[config.mk]
export PLATFORM = sky130hd
export DESIGN_NAME = led_event_sequencer
export DESIGN_NICKNAME = d
export VERILOG_FILES = /design/src/rtl/led_event_sequencer.sv
export SDC_FILE = /design/constraint.sdc
export NUM_CORES = 1
export LEC_CHECK = 0
export BUFFER_PORTS_ARGS = -buffer_cell sky130_fd_sc_hd__buf_2
export CAP_MARGIN = 20
export CELL_PAD_IN_SITES_DETAIL_PLACEMENT = 0
export CELL_PAD_IN_SITES_GLOBAL_PLACEMENT = 1
export CORE_ASPECT_RATIO = 1.4
export CORE_MARGIN = 3
export CORE_UTILIZATION = 30
export CTS_CLUSTER_DIAMETER = 100
export CTS_CLUSTER_SIZE = 40
export DETAILED_ROUTE_END_ITERATION = 12
export PLACE_DENSITY = 0.51
export RECOVER_POWER = 50
export SYNTH_ARGS = -nofsm -noshare
export SYNTH_HDL_FRONTEND = slang
export SYNTH_SLANG_ARGS = --single-unit
[constraint.sdc]
create_clock -name clk_50M -period 3.4 [get_ports clk_50M]
set_input_delay 0.51 -clock clk_50M [delete_from_list [all_inputs] [get_ports clk_50M]]
set_output_delay 0.51 -clock clk_50M [all_outputs]
set_load 0.005 [all_outputs]
[src/rtl/led_event_sequencer.sv]
// Event sequencer for the RGB status LED: buffers fault/pick/drop events in a
// small FIFO and shows each as a one-hot flag for HOLD_CYCLES, then a GAP_CYCLES blank.
module led_event_sequencer #(
   parameter int HOLD_CYCLES = 50_000_000,
   parameter int GAP_CYCLES  = 5_000_000,
   parameter int DEPTH       = 4,
   parameter int CNT_W       = 26
) (
   input  logic       clk_50M,
   input  logic       reset,
   input  logic       ev_valid,
   output logic       ev_ready,
   input  logic [1:0] ev_unit,
   input  logic [1:0] ev_type,
   output logic [1:0] unitlist,
   output logic       i_fault,
   output logic       p_block,
   output logic       b_drop,
   output logic       busy,
   output logic       err_ill,
   output logic       overflow
);

   localparam int PTR_W = $clog2(DEPTH);

   localparam logic [1:0] IDLE = 2'd0;
   localparam logic [1:0] SHOW = 2'd1;
   localparam logic [1:0] GAP  = 2'd2;

   localparam logic [CNT_W-1:0] HOLD_LOAD = CNT_W'(HOLD_CYCLES - 1);
   localparam logic [CNT_W-1:0] GAP_LOAD  = CNT_W'(GAP_CYCLES - 1);

   // Each entry is {unit, type}.
   logic [3:0]       mem [DEPTH];
   logic [PTR_W-1:0] wr_ptr;
   logic [PTR_W-1:0] rd_ptr;
   logic [PTR_W:0]   count;

   logic [1:0]       state;
   logic [CNT_W-1:0] cnt;

   logic             full;
   logic             empty;
   logic             accept;
   logic             legal;
   logic             push;
   logic             pop;
   logic [3:0]       head;

   assign full     = (count == (PTR_W+1)'(DEPTH));
   assign empty    = (count == '0);
   assign ev_ready = !full;
   assign accept   = ev_valid && ev_ready;
   assign legal    = (ev_unit != 2'd3) && (ev_type != 2'd0);
   // Illegal events complete the handshake but never occupy a slot.
   assign push     = accept && legal;
   assign pop      = (state == IDLE) && !empty;
   assign head     = mem[rd_ptr];
   assign busy     = (state != IDLE) || !empty;

   // NOTE: the storage array has no reset; pointers and count define validity,
   // so clearing them is enough and the array can map onto plain RAM/registers.
   always_ff @(posedge clk_50M) begin
      if (push) mem[wr_ptr] <= {ev_unit, ev_type};
   end

   // NOTE: every sequential block uses non-blocking assignments so all flops
   // see pre-edge values, independent of block evaluation order.
   always_ff @(posedge clk_50M or posedge reset) begin
      if (reset) begin
         wr_ptr <= '0;
         rd_ptr <= '0;
         count  <= '0;
      end else begin
         if (push) wr_ptr <= wr_ptr + PTR_W'(1);
         if (pop)  rd_ptr <= rd_ptr + PTR_W'(1);
         case ({push, pop})
            2'b10:   count <= count + (PTR_W+1)'(1);
            2'b01:   count <= count - (PTR_W+1)'(1);
            default: count <= count;
         endcase
      end
   end

   always_ff @(posedge clk_50M or posedge reset) begin
      if (reset) begin
         err_ill  <= 1'b0;
         overflow <= 1'b0;
      end else begin
         err_ill  <= accept && !legal;
         overflow <= overflow || (ev_valid && !ev_ready);
      end
   end

   always_ff @(posedge clk_50M or posedge reset) begin
      if (reset) begin
         state    <= IDLE;
         cnt      <= '0;
         unitlist <= 2'd0;
         i_fault  <= 1'b0;
         p_block  <= 1'b0;
         b_drop   <= 1'b0;
      end else begin
         case (state)
            IDLE: begin
               if (pop) begin
                  unitlist <= head[3:2];
                  i_fault  <= (head[1:0] == 2'd1);
                  p_block  <= (head[1:0] == 2'd2);
                  b_drop   <= (head[1:0] == 2'd3);
                  cnt      <= HOLD_LOAD;
                  state    <= SHOW;
               end
            end
            SHOW: begin
               if (cnt == '0) begin
                  i_fault <= 1'b0;
                  p_block <= 1'b0;
                  b_drop  <= 1'b0;
                  cnt     <= GAP_LOAD;
                  state   <= GAP;
               end else begin
                  cnt <= cnt - CNT_W'(1);
               end
            end
            GAP: begin
               if (cnt == '0) state <= IDLE;
               else           cnt   <= cnt - CNT_W'(1);
            end
            default: state <= IDLE;
         endcase
      end
   end

endmodule

* Word level (Yosys, flattened, before mapping)
Memories as Yosys holds them, arrays and structs flattened. Cells that the tools add are included.
Word-level totals: flip-flop bits (word level) 42, memory bits (writable) 16, output and inout bits 9, word-level logic and storage cells 71, memories kept 1
Cells by class: add/sub/neg operators 5, equality and inequality tests 13, muxes and demuxes 18, reduce and logical (&&, ||, !) cells 23
Memory list:
- mem | depth 4, bits a word 4, read ports 1, clocked after Yosys merged registers in 0, write ports 1, RTL line 34 | logic [3:0] mem [DEPTH];
Operator list (number):
- $mux W26 | 3
- $pmux W26 S3 | 1
- $logic_not A26 Y1 | 1
- $sub A26 B1 Y26 const B | 1
- $ne A2 B2 Y1 const B | 5
- $reduce_and A3 Y1 | 3
- $eq A2 B2 Y1 const B | 4
- $reduce_bool A2 Y1 | 4
- $eq A2 B1 Y1 const B | 3
- $logic_and A1 B1 Y1 | 6
- $mux W1 | 6
- $mux W2 | 3
- $pmux W1 S2 | 3
- $pmux W2 S3 | 1
- $pmux W3 S2 | 1
- $add A2 B1 Y2 const B | 2
- $add A3 B1 Y3 const B | 1
- $eq A3 B3 Y1 const B | 1
- $logic_not A1 Y1 | 3
- $logic_not A3 Y1 | 1
- $reduce_bool A3 Y1 | 1
- $sub A3 B1 Y3 const B | 1
- $logic_not A2 Y1 | 1
- $logic_or A1 B1 Y1 | 2
- $reduce_and A2 Y1 | 1

* Depth between registers and ports, before layout
Gate-level depths: netlist of the first run.
depth in word-level cells 6, gate-level depth with buffers 11, gate-level depth less buffers 10

* Worst setup path after synthesis of the first run
Ideal clock, no wire load.
path type register to register, from register cnt[18], to register cnt[6], setup time 0.124 ns, data arrival time 2.460 ns, setup slack 0.816 ns, cell stages (with the launch flop) 9, path buffers 2, period minus slack after synthesis 2.584 ns, cells stage by stage dfrtp_1 or4_4 or4_1 buf_2 nor4_4 buf_4 a21o_4 nor2_1 a211o_1
On the way: cells in the longest elaborated chain, start to end 3, elaborated cells on any way between the ends 5, those cells by class 1 x eq/ne; 2 x mux; 2 x reduce/logical
Ends and longest elaborated chain:
- start: declaration | RTL line 40 | logic [CNT_W-1:0] cnt;
- start signal: assignment | RTL line 123 | cnt <= cnt - CNT_W'(1);
- start signal: assignment | RTL line 128 | else cnt <= cnt - CNT_W'(1);
- $logic_not A26 Y1 (*) | RTL line 116, 127
- $mux W26 / $ne A2 B2 Y1 (equally long branches)
- $pmux W26 S3 / $reduce_and A3 Y1 (equally long branches)
Mark *: on every way between the ends. The rest lies on a longest branch, timed or not. A chain may end at the register's enable or synchronous reset.

* Worst setup path in the final report of the first run
from register cnt[18], to register i_fault
On the way: cells in the longest elaborated chain, start to end 3
Ends and longest elaborated chain:
- $logic_not A26 Y1 | RTL line 116 | if (cnt == '0) begin
- $ne A2 B2 Y1 (no source line)
- $reduce_and A3 Y1 (no source line)
- end signal: assignment | RTL line 108 | i_fault <= (head[1:0] == 2'd1);
- end: declaration | RTL line 16 | output logic i_fault,
No other way between the ends.

==> results of run 1 <==
==> registers in the layout (all words and copies together), names as in the netlist <==
| signal | cells |
|---|---|
| err_ill | 1 |
| rd_ptr | 2 |
| unitlist | 2 |
| mem | 16 |
| b_drop | 1 |
| state | 2 |
| count | 3 |
| p_block | 1 |
| overflow | 1 |
| wr_ptr | 2 |
| i_fault | 1 |
| cnt | 26 |
==> worst register-to-register path: stages (launching register included) <==
cell     delay (ns)
dfrtp_1        0.43
or4_4          0.59
or4_1          0.61
nor4_4         0.40
buf_4          0.24
o21ai_1        0.16
o31ai_1        0.31
==> cells in the mapped netlist (5+ instances only) <==
| master | number |
|---|---|
| o21ai_0 | 19 |
| edfxtp_1 | 16 |
| nand2_1 | 24 |
| nor2_1 | 26 |
| nand3_1 | 5 |
| and2_1 | 6 |
| or3_1 | 6 |
| o21ai_1 | 11 |
| or4_1 | 7 |
| o31ai_1 | 5 |
| a22o_1 | 8 |
| dfrtp_1 | 42 |
| a21oi_1 | 14 |
| ha_1 | 11 |
| nor3_1 | 8 |
| clkbuf_1 | 10 |
| inv_1 | 17 |
| nor4_1 | 8 |
==> cells in the final DEF, fill, tap and decap left out, types with 5 or more instances in the layout <==
| master | netlist | routed |
|---|---|---|
| dfrtp_1 | 42 | 42 |
| ha_1 | 11 | 11 |
| o31ai_1 | 5 | 5 |
| buf_4 | 1 | 7 |
| or3_1 | 6 | 6 |
| edfxtp_1 | 16 | 16 |
| nand2_1 | 24 | 24 |
| a22o_1 | 8 | 8 |
| nor3_1 | 8 | 8 |
| or4_1 | 7 | 7 |
| o21ai_1 | 11 | 11 |
| clkbuf_16 | 0 | 9 |
| nor2_1 | 26 | 26 |
| a21oi_1 | 14 | 14 |
| o21ai_0 | 19 | 19 |
| nor4_1 | 8 | 8 |
| buf_2 | 2 | 11 |
| nand3_1 | 5 | 5 |
| and2_1 | 6 | 6 |
| inv_1 | 17 | 17 |
==> per-layer routing <==
metal,global-route usage (%),wire (µm),part of all wire (%)
met2,26.9,4450,56
met4,6.47,112,1.4
met5,0,0,0
met3,2.89,221,2.8
met1,16.6,3190,40
==> area by class of cell <==
| cell class | count | area (µm²) |
|---|---|---|
| Fill cell | 1024 | 6380 |
| Tap cell | 135 | 169 |
| Sequential cell | 58 | 1530 |
| Multi-Input combinational cell | 217 | 1490 |
| Clock inverter | 6 | 66.3 |
| Clock buffer | 10 | 239 |
| Timing Repair Buffer | 22 | 123 |
| Inverter | 17 | 63.8 |
==> kinds of logic (layout without fill, tap and decap cells) <==
family | Yosys count | in the layout | synth area share (%)
DFF | 58 | 58 | 48.6
and+or+nand+nor | 103 | 103 | 17.3
AOI/OAI and AO/OA | 90 | 90 | 19.8
xor gates and xnor gates | 6 | 6 | 1.67
adders and majority gates | 12 | 12 | 5.00
muxes | 6 | 6 | 3.57
buffers and inverters | 31 | 55 | 4.13
==> stage by stage <==
step	util, %	hold slack, ns	instance area, µm²	std cells
2_1_floorplan	-	0.466	3150	306
3_3_place_gp	33.6	0.457	3380	449
6_report	36.6	0.413	3680	465
4_1_cts	36.7	0.405	3690	465
5_1_grt	36.6	0.409	3680	465
3_5_place_dp	33.6	0.459	3380	449
==> power groups by stage <==
| stage | combinational [mW] | clock [mW] | sequential [mW] |
|---|---|---|---|
| 6_report | 1.21 | 0.917 | 1.17 |
| 5_1_grt | 1.38 | 0.967 | 1.21 |
| 4_1_cts | 1.23 | 0.939 | 1.17 |
| 3_5_place_dp | 1.22 | 0 | 1.18 |
| 3_3_place_gp | 1.22 | 0 | 1.18 |
| 2_1_floorplan | 0.945 | 0 | 1.10 |
==> worst max path at each step <==
stage | from | endpoint | slack, ns | cells after the start
CTS | cnt[18] | i_fault | 0.51 | 6
global placement | cnt[18] | i_fault | 0.57 | 6
finish | cnt[18] | i_fault | 0.55 | 6
global route | cnt[18] | i_fault | 0.36 | 6
detailed placement | cnt[18] | i_fault | 0.53 | 6
floorplan | cnt[18] | cnt[6] | 0.82 | 8
==> flow_metrics.env, run 1 <==
export IMPL_status="finished with violations"
export IMPL_violations="capacitance limit, slew limit"
export IMPL_required_ns=3.63
export IMPL_grt_pass1_wl_um=13500
export IMPL_tightest_slew_ns=1.73
export IMPL_path_cells="or4_4 > or4_1 > nor4_4 > buf_4 > o21ai_1 > o31ai_1"
export IMPL_drc=0
export IMPL_track_usage_pct=14.8
export IMPL_path_buf_inv=1
export IMPL_grt_overflow_total=0
export IMPL_hold_violations=0
export IMPL_fin_crit_sh_pct=83.9
export IMPL_critPathTopFamily="simple AND/OR/NAND/NOR gates"
export IMPL_cp_max_fo=9
export IMPL_cp_slowest_cell="or4_1"
export IMPL_portBuffers=15
export IMPL_viasPerCell=5.15
export IMPL_worstHoldPathCells=3
export IMPL_rrSetupSlack_ns=0.55
export IMPL_ys_flop_type="dfrtp_1"
export IMPL_finalCriticalPeriod_ns=2.85
export IMPL_num_antenna_cells=0
export IMPL_synth_fp_nets=325
export IMPL_switching_power_mw=1.23
export IMPL_cts_root_buf="clkbuf_16"
export IMPL_antenna_left=0
export IMPL_hold_start="ev_valid"
export IMPL_skew_ns=0.00668
export IMPL_avgRoutedWirePerCell_um=17.1
export IMPL_p_int_mw=2.07
export IMPL_power_total_mw=3.29
export IMPL_wl_um=7970
export IMPL_cts_buffers=9
export IMPL_synth_seq_cells=58
export IMPL_drt_first_iter_violations=141
export IMPL_slew_headroom_pct=-15.6
export IMPL_max_stage_delay_ns=0.61
export IMPL_hpwlAfterDp_um=5750
export IMPL_p_per_area_nw_per_um2=893
export IMPL_power_frac_clock_pct=27.9
export IMPL_synth_warnings=0
export IMPL_yosys_top_cells_area="dfrtp_1, edfxtp_1, ha_1, nor2_1, o21ai_0"
export IMPL_area_growth_pct=16.8
export IMPL_antenna_found_initial=0
export IMPL_syn_cell_area_um2=3150
export IMPL_drv_cap=1
export IMPL_h_tree_depth=3
export IMPL_drive_gt1_share_pct=15.5
export IMPL_cts_setup_buffers=0
export IMPL_pin_count=16
export IMPL_clkTransAtPathRegs_ns=0.06
export IMPL_fp_dieW_um=92.6
export IMPL_power_frac_comb_pct=36.7
export IMPL_nNetsFinal=344
export IMPL_yosysSeqAreaShare_pct=48.6
export IMPL_hold_buffers=0
export IMPL_synth_edf_count=16
export IMPL_clock_path_buffers=2
export IMPL_arrival_ns=3.08
export IMPL_drt_pass1_iterations=4
export IMPL_syn_area_per_cell_um2=10.3
export IMPL_critPathKind="flip-flop to flip-flop"
export IMPL_synth_async_sr_flop_share_pct=72.4
export IMPL_grt_max_degree=43
export IMPL_holdPathEnd="err_ill"
export IMPL_p_leak_nw=1.48
export IMPL_post_cts_resized=0
export IMPL_dieArea_um2=11800
export IMPL_fmax_mhz=351
export IMPL_synth_top_area_share_pct=33.3
export IMPL_cts_tree="done"
export IMPL_setup_viol=0
export IMPL_r2r_end="i_fault"
export IMPL_fin_ws_ns=0.549
export IMPL_seqPwrFrac_pct=35.4
export IMPL_worstSetupEndpointType="flip-flop"
export IMPL_p_sw_share_pct=37.2
export IMPL_hold_path_class="primary input to flip-flop"
export IMPL_reg2reg_depth=6
export IMPL_synth_cells=306
export IMPL_insertion_delay_ns=0.33
export IMPL_ys_types=55
export IMPL_gp_congestion=0.766
export IMPL_setup_tns_ns=0
export IMPL_ir_worst_vdd_v=0.000369
export IMPL_pre_cts_ws_ns=0.526
export IMPL_die_h_um=127
export IMPL_initial_core_util_pct=31.3
export IMPL_core_um2=10100
export IMPL_drv_slew=43
export IMPL_critPathLaunchType="flip-flop"
export IMPL_yosys_area_top_type="dfrtp_1"
export IMPL_clock_sinks=58
export IMPL_reg2reg_from="cnt[18]"
export IMPL_vias=2394
export IMPL_rows=43
export IMPL_rsz0062_at_grt="false"
export IMPL_grt_pass1_vias=2552
Note: power is estimated with default switching activity, not from simulation.
==> inputs of run 2 (changes only) <==
clock period = 2.91 ns   (was 3.4 ns; I/O delays follow)
==> run 2 against run 1 <==
Design area is 2.4% higher. Clock-buffer cell count is 1 lower. Global-route usage is 0.19 points higher. Hold slack worse by 0.074 ns. Fmax is 2.4% higher. Die area stayed put. Combinational power is 21% higher. Critical path depth is 2 higher. The run still ends with capacitance limit, slew limit left. Non-clock buffer count is 8 higher. Via count is 0.71% higher. Worst setup slack worse by 0.42 ns.
==> flow_metrics.env, run 2 (same netlist as run 1, synthesis figures left out) <==
export IMPL_largest_reg_flops=26
export IMPL_viasPerCell=5.10
export IMPL_nNetsFinal=352
export IMPL_arrival_ns=3.01
export IMPL_drt_pass1_iterations=4
export IMPL_path_cells="inv_1 > ha_1 > or4b_2 > or4_1 > o32ai_4 > or2_1 > o41ai_1 > a22o_1"
export IMPL_fp_dieW_um=92.6
export IMPL_hold_buffers=0
export IMPL_drive_gt1_share_pct=17.5
export IMPL_power_total_mw=3.97
export IMPL_critPathKind="flip-flop to flip-flop"
export IMPL_highest_layer="met4"
export IMPL_die_h_um=127
export IMPL_critPathLaunchType="flip-flop"
export IMPL_final_util_pct=37.5
export IMPL_holdWs_ns=0.339
export IMPL_grt_overflow_total=0
export IMPL_grt_pass1_vias=2539
export IMPL_cts_setup_buffers=0
export IMPL_required_ns=3.13
export IMPL_holdPathEnd="err_ill"
export IMPL_drt_first_iter_violations=127
export IMPL_finalCriticalPeriod_ns=2.79
export IMPL_ir_worst_vdd_v=0.000427
export IMPL_rsz0062_at_grt="true"
export IMPL_rows=43
export IMPL_status="finished with violations"
export IMPL_reg2reg_depth=8
export IMPL_p_leak_nw=1.53
export IMPL_p_per_area_nw_per_um2=1050
export IMPL_largest_register="cnt"
export IMPL_portBuffers=15
export IMPL_drv_cap=1
export IMPL_fmax_mhz=359
export IMPL_post_cts_resized=0
export IMPL_hpwlAfterDp_um=6030
export IMPL_mostFrequentLayoutCells="dfrtp_1, nor2_1, nand2_1, o21ai_0, inv_1"
export IMPL_worstHoldPathCells=3
export IMPL_slew_headroom_pct=-13.4
export IMPL_wl_met2_um=4500
export IMPL_core_um2=10100
export IMPL_final_common_cell="dfrtp_1"
export IMPL_setup_viol=0
export IMPL_r2r_end="cnt[23]"
export IMPL_critPathTopFamily="simple AND/OR/NAND/NOR gates"
export IMPL_wl_met3_um=220
export IMPL_tightest_slew_ns=1.70
export IMPL_reg2reg_from="cnt[0]"
export IMPL_clock_path_buffers=2
export IMPL_area_growth_pct=19.6
export IMPL_fin_crit_sh_pct=95.7
export IMPL_track_usage_pct=15.0
export IMPL_clkTransAtPathRegs_ns=0.06
export IMPL_antenna_left=0
export IMPL_hold_start="ev_valid"
export IMPL_grt_max_degree=43
export IMPL_insertion_delay_ns=0.33
export IMPL_pin_count=16
export IMPL_cp_slowest_cell="or4b_2"
export IMPL_cts_tree="done"
export IMPL_grt_pass1_wl_um=13200
export IMPL_cp_max_fo=9
export IMPL_avgRoutedWirePerCell_um=17.3
export IMPL_num_antenna_cells=0
export IMPL_gp_congestion=0.789
export IMPL_nFillCells=1037
export IMPL_hold_violations=0
export IMPL_dieArea_um2=11800
export IMPL_wl_met1_um=3310
export IMPL_wl_um=8210
export IMPL_h_tree_depth=3
export IMPL_path_buf_inv=1
export IMPL_skew_ns=0.00705
export IMPL_max_stage_delay_ns=0.58
export IMPL_worstSetupEndpointType="flip-flop"
export IMPL_cts_root_buf="clkbuf_16"
export IMPL_violations="capacitance limit, slew limit"
export IMPL_vias=2411
export IMPL_initial_core_util_pct=31.3
export IMPL_cts_buffers=9
export IMPL_drc=0
export IMPL_drv_slew=43
export IMPL_rrSetupSlack_ns=0.12
export IMPL_reg_top3="cnt x26, mem x16, count x3"
export IMPL_clock_sinks=58
export IMPL_hold_path_class="primary input to flip-flop"
export IMPL_antenna_found_initial=0
## run 2: layout make-up
type                    count  area [µm²]  area share, %
flip-flops and latches     58        1530           40.6
multi-input cells         217        1490           39.6
clock buffers               9         225           5.97
repair buffers             30         195           5.17
well taps                 135         169           4.48
clock inverters             7        93.8           2.49
inverters                  17        63.8           1.69
## run 2: metal layers
| metal | vias up | track usage (%) |
|---|---|---|
| met5 | - | 0 |
| met4 | 0 | 6.04 |
| met3 | 16 | 3.59 |
| met2 | 39 | 27.6 |
| met1 | 1172 | 16.2 |
| li1 | 1184 | - |
## run 2: how the worst max path moves through the flow
stage	startpoint	endpoint	slack, ns	cells past startpoint
global placement	cnt[0]	cnt[23]	0.16	8
CTS	cnt[0]	cnt[23]	0.14	8
detailed placement	cnt[0]	cnt[23]	0.16	8
finish	cnt[0]	cnt[23]	0.12	8
floorplan	cnt[18]	cnt[6]	0.33	8
global route	cnt[0]	cnt[23]	-0.01	8
## run 2: worst min-delay path, cell delays in order
cell and delay (ns):
buf_2 0.11, nand2_1 0.05, nor2_1 0.03
## run 2: per-stage QoR
stage	std cells	worst slack [ns]	instance area, µm²	setup TNS, ns
finish	473	0.125	3770	0
detailed placement	457	0.156	3460	0
global route	473	-0.0134	3770	-0.0134
floorplan	306	0.326	3150	0
global placement	457	0.164	3460	0
CTS	473	0.140	3770	0
## run 2: where the power goes
part	internal (mW)	total, mW	switching (mW)
Clock	0.747	1.14	0.393
Sequential	1.10	1.36	0.259
Combinational	0.661	1.47	0.810
